--- src/rtl/counter_pkg.sv ---
// Shared types and constants for the BCD timer: state encoding and decade-digit limits.
package counter_pkg;

    localparam int          BCD_W   = 4;
    localparam logic [3:0]  BCD_MAX = 4'd9;

    typedef enum logic [1:0] {
        IDLE  = 2'd0,
        RUN   = 2'd1,
        PAUSE = 2'd2,
        DONE  = 2'd3
    } timer_state_t;

    // Next value of one decade digit when it is told to advance.
    function automatic logic [BCD_W-1:0] bcd_next(input logic [BCD_W-1:0] q);
        return (q >= BCD_MAX) ? '0 : q + 1'b1;
    endfunction

endpackage

--- src/rtl/bcd_digit.sv ---
// One decade (0-9) counter digit with synchronous clear and increment enable.
// Latency: q updates one edge after inc/clr. Backpressure: none, inc is a strobe.
// Behaviour: clr wins over inc; at_max flags 9 so the parent can build the carry chain.
module bcd_digit
    import counter_pkg::*;
(
    input  logic             clk,
    input  logic             reset,
    input  logic             clr,
    input  logic             inc,
    output logic [BCD_W-1:0] q,
    output logic             at_max
);

    logic [BCD_W-1:0] q_q;
    logic [BCD_W-1:0] q_d;

    always_comb begin
        q_d = q_q;
        if (clr) begin
            q_d = '0;
        end else if (inc) begin
            q_d = bcd_next(q_q);
        end
    end

    always_ff @(posedge clk) begin
        if (reset) begin
            q_q <= '0;
        end else begin
            q_q <= q_d;
        end
    end

    assign q      = q_q;
    assign at_max = (q_q == BCD_MAX);

endmodule

--- src/rtl/bcd_timer_ctrl.sv ---
// Run/pause/stop controller over a chain of BCD digits with target match and wrap report.
// Latency: commands act at the next edge; done/wrap are registered one-cycle pulses.
// Backpressure: none; ticks arriving outside RUN (or on a match/stop cycle) are dropped.
module bcd_timer_ctrl
    import counter_pkg::*;
#(
    parameter int DIGITS = 4
) (
    input  logic                    clk,
    input  logic                    reset,
    input  logic                    tick,
    input  logic                    start,
    input  logic                    stop,
    input  logic                    clear,
    input  logic [BCD_W*DIGITS-1:0] target,
    output logic [BCD_W*DIGITS-1:0] count,
    output logic                    running,
    output logic                    done,
    output logic                    wrap,
    output logic [1:0]              state
);

    timer_state_t state_q, state_d;
    logic         done_q, done_d;
    logic         wrap_q, wrap_d;

    logic              inc_en;
    logic              digit_clr;
    logic              match;
    logic              all_max;
    logic [DIGITS-1:0] at_max;
    logic [DIGITS-1:0] carry;

    // Digit i advances only when every lower digit sits at 9.
    for (genvar i = 0; i < DIGITS; i++) begin : g_digit
        if (i == 0) begin : g_lsd
            assign carry[i] = inc_en;
        end else begin : g_upper
            assign carry[i] = carry[i-1] & at_max[i-1];
        end

        bcd_digit u_digit (
            .clk    (clk),
            .reset  (reset),
            .clr    (digit_clr),
            .inc    (carry[i]),
            .q      (count[BCD_W*i +: BCD_W]),
            .at_max (at_max[i])
        );
    end

    // Count digits never exceed 9, so a target with an illegal digit can never match.
    assign match   = (count == target);
    assign all_max = &at_max;

    always_comb begin
        state_d   = state_q;
        inc_en    = 1'b0;
        digit_clr = 1'b0;
        done_d    = 1'b0;
        wrap_d    = 1'b0;

        if (clear) begin
            state_d   = IDLE;
            digit_clr = 1'b1;
        end else begin
            unique case (state_q)
                IDLE: begin
                    if (!stop && start) state_d = RUN;
                end
                RUN: begin
                    if (stop) begin
                        state_d = PAUSE;
                    end else if (match) begin
                        state_d = DONE;
                        done_d  = 1'b1;
                    end else if (tick) begin
                        inc_en = 1'b1;
                        wrap_d = all_max;
                    end
                end
                PAUSE: begin
                    if (!stop && start) state_d = RUN;
                end
                DONE: begin
                    // Pause is meaningless once finished; start restarts from zero.
                    if (start) begin
                        state_d   = RUN;
                        digit_clr = 1'b1;
                    end
                end
                default: state_d = IDLE;
            endcase
        end
    end

    always_ff @(posedge clk) begin
        if (reset) begin
            state_q <= IDLE;
            done_q  <= 1'b0;
            wrap_q  <= 1'b0;
        end else begin
            state_q <= state_d;
            done_q  <= done_d;
            wrap_q  <= wrap_d;
        end
    end

    assign running = (state_q == RUN);
    assign done    = done_q;
    assign wrap    = wrap_q;
    assign state   = state_q;

endmodule

--- config.mk ---
export PLATFORM = sky130hd
export DESIGN_NAME = bcd_timer_ctrl
export DESIGN_NICKNAME = d
export VERILOG_FILES = /design/src/rtl/counter_pkg.sv /design/src/rtl/bcd_digit.sv /design/src/rtl/bcd_timer_ctrl.sv
export SDC_FILE = /design/constraint.sdc
export NUM_CORES = 1
export LEC_CHECK = 0
export CELL_PAD_IN_SITES_DETAIL_PLACEMENT = 1
export CELL_PAD_IN_SITES_GLOBAL_PLACEMENT = 1
export CORE_UTILIZATION = 29
export DETAILED_ROUTE_END_ITERATION = 16
export PLACE_DENSITY = 0.73
export SLEW_MARGIN = 5
export SYNTH_ARGS = -nofsm -noshare
export SYNTH_HDL_FRONTEND = slang
export SYNTH_SLANG_ARGS = --single-unit
--- constraint.sdc ---
create_clock -name clk -period 2.35 [get_ports clk]
set_input_delay 0.5875 -clock clk [delete_from_list [all_inputs] [get_ports clk]]
set_output_delay 0.5875 -clock clk [all_outputs]
set_load 0.005 [all_outputs]
==> impl_results.md <==
* MaxCap Viol Count at 0
* Post-DR vias/cell at 4.98
* Cells after DPL at 278
* DR WL/cell at 14.5 um
* CP Class: in -> reg
* Initial antenna violation count at 0
* Initial detailed-routing violation count at 70
* Main combinational cell family by area after synthesis: simple AND/OR/NAND/NOR gates
* CP endpoint kind: flip-flop
* Final setup vio count at 0
* CP max FO at 5
* Pre-antenna DRT Iters at 4
* Number of synthesized flops with an enable pin at 0
* FILL cells at 563
* Port Buffers at 42
* Main synth FF type: dfxtp_1
* Final Cycle Share at 88.0%
* Post-DP HPWL at 3130 um
* Compound-Gate Fraction of Synth Area at 15.9%
* CTS tree: yes
* Status: complete, no violations
* Htree depth at 1
* Syn-to-layout area delta at 39.4%
* Fmax at 0.483 GHz
* Post-synth top area share at 27.4%
* Crit path DAT at 2210 ps
* Post-synth top cells: dfxtp_1 (20), nand2_1 (16), xor2_1 (16), ha_1 (12), o21ai_0 (12)
* Final hold vios at 0
* # DRC at 0
* Fin crit period at 2070 ps
* PwrDens at 381 mW/mm2
* Die Y at 73.0 um
* Root Driver: clkbuf_8
* Number of CTS-inserted buffers at 3
* Slew Limit Fails at 0
* Finished Layout Cells at 282
* Clock Skew at 2.88 ps
* Gr usage total at 16.7%
* CTS sink count at 20
* Top-count cell post-synth: dfxtp_1
* Cts repair resizes at 0
* Starting density of the core at 30.5%
* Unrepaired setup endpoints after global routing: no
* Pleak at 0.754 nW
* Clk Latency, worst-skew pair at 270 ps
* R2r worst-path depth at 6
* Hold Path Depth at 2
* First-pass GRT wire length at 6900 um
* RD Place Congestion at 0.808
* Number of distinct library cells after synthesis at 44
* Hold_buf cts at 0
* Nets@finish at 250
* Share of post-route cells with drive strength above 1 at 10.2%
* Synth async-reset ratio at 0%
* Mux share of post-synthesis cell area at 1.37%
* Worst-margin pin slew at 603 ps
* Hold slack at 526 ps
* Diode count at 0
* DIE AREA at 0.00533 mm2
* Synth Area in XOR/XNOR at 9.59%
* Max VDD drop at 0.273 mV
* Vias at 1,403
* Largest net degree at the start of global routing at 21
* Worst-case clock buffer depth at 2
* Drt total wl at 4090 um
* Avg Synthesized Cell Area at 8.65 um2
* Gate count of the mapped netlist at 169
* DRT antenna net count at 0
* Core Area at 0.00479 mm2
* Syn_nets at 203
* Worst min-delay path class: reg -> reg
* Slew HR at 59.5%
* Synth Area in Adders at 10.3%
* Die width at 73.0 um
* Sequential share of the synthesized area at 27.4%
* Mapped Area at 0.00146 mm2
* Crit start category: input port
* Clock-pin slew on the worst setup and hold paths at 90 ps
* Ys Warns at 0
* Ports at 43
* Yosys top cell by area: dfxtp_1
* Vias in the first global route at 1,462
* Synth area leaders: dfxtp_1 (27%), ha_1 (10%), xor2_1 (9.6%)
* Post-CTS Setup Inserts at 0
* FF+latch count, synth at 20
* Grt total ovfl at 0
* Simple logic cell fraction of the synthesized area at 30.1%
* Std cell rows at 25
* Req. time, crit path at 2500 ps
-- power by group --
part | switching (W) | leakage [nW] | internal (W)
logic | 0.0000308 | 0.557 | 0.0000453
clock network | 0.000133 | 0.0357 | 0.000228
registers | 0.000000962 | 0.161 | 0.000339
total | 0.000165 | 0.754 | 0.000612
-- routing by layer --
metal | routed length (um) | track usage (%) | share of wire, % | up-vias
li1 | - | - | - | 698
met1 | 1980 | 22.4 | 48 | 672
met2 | 1950 | 28.2 | 48 | 29
met3 | 123 | 1.66 | 3.0 | 4
met4 | 36 | 5.01 | 0.88 | 0
met5 | 0 | 0 | 0 | -
-- layout by cell type (no fill, tap or decap), types with 3 or more instances in the layout --
cell              n
clkdlybuf4s50_1  42
dfxtp_1          20
nand2_1          16
xor2_1           16
o21ai_0          12
ha_1             12
inv_1             9
nor2_1            8
nand3_1           8
o211ai_1          7
a21oi_1           6
buf_4             6
nand4b_1          5
nor4_2            4
nand4_1           3
nand3b_1          3
and3_1            3
clkbuf_8          3
-- cell families after synthesis --
family / after synthesis
buffers and inverters: 15
AO/OA/AOI/OAI: 36
adder cells (fa/ha/maj): 12
AND/OR/NAND/NOR: 68
multiplexers: 2
flip-flops: 20
XOR/XNOR: 16
-- final timing paths --
check	slack (ps)	to	startpoint
setup reg to reg	440	g_digit[3].u_digit.q[1]$_SDFFE_PP0P_	g_digit[0].u_digit.q[0]$_SDFFE_PP0N_
hold reg to reg	530	state[0]$_SDFFE_PP0P_	state[0]$_SDFFE_PP0P_
setup / recovery	280	g_digit[2].u_digit.q[2]$_SDFFE_PP0P_	target[15]
hold / removal	530	state[0]$_SDFFE_PP0P_	state[0]$_SDFFE_PP0P_
-- registers in the layout, summed over array words and instances, names as in the netlist --
register,flops
wrap,1
done,1
g_digit.u_digit.q,16
state,2
-- stage by stage --
stage | setup slack [ps] | utilization (%) | setup TNS [ps] | cell area (um2) | power, W
floorplan | 579 | - | 0 | 1460 | 0.000375
global placement | -21.5 | 41.1 | -36.6 | 1970 | 0.000424
detailed placement | -6.01 | 41.1 | -6.01 | 1970 | 0.000424
CTS | 247 | 42.6 | 0 | 2040 | 0.000780
global route | 138 | 42.6 | 0 | 2040 | 0.000800
finish | 281 | 42.6 | 0 | 2040 | 0.000777
-- worst max-delay path: stages --
cell	delay (ps)
clkdlybuf4s50_1	410
xor2_1	180
nor4_2	370
nand4_1	220
buf_4	220
nand2_1	120
o21ai_0	100
-- cell type report --
type,count,area [um2],area share [%]
Timing Repair Buffer,48,465,22.9
Clock inverter,1,30.0,1.47
Tap cell,67,83.8,4.12
Sequential cell,20,400,19.7
Inverter,9,33.8,1.66
Multi-Input combinational cell,134,982,48.2
Clock buffer,3,41.3,2.03
Note: power is estimated with default switching activity, not from simulation.
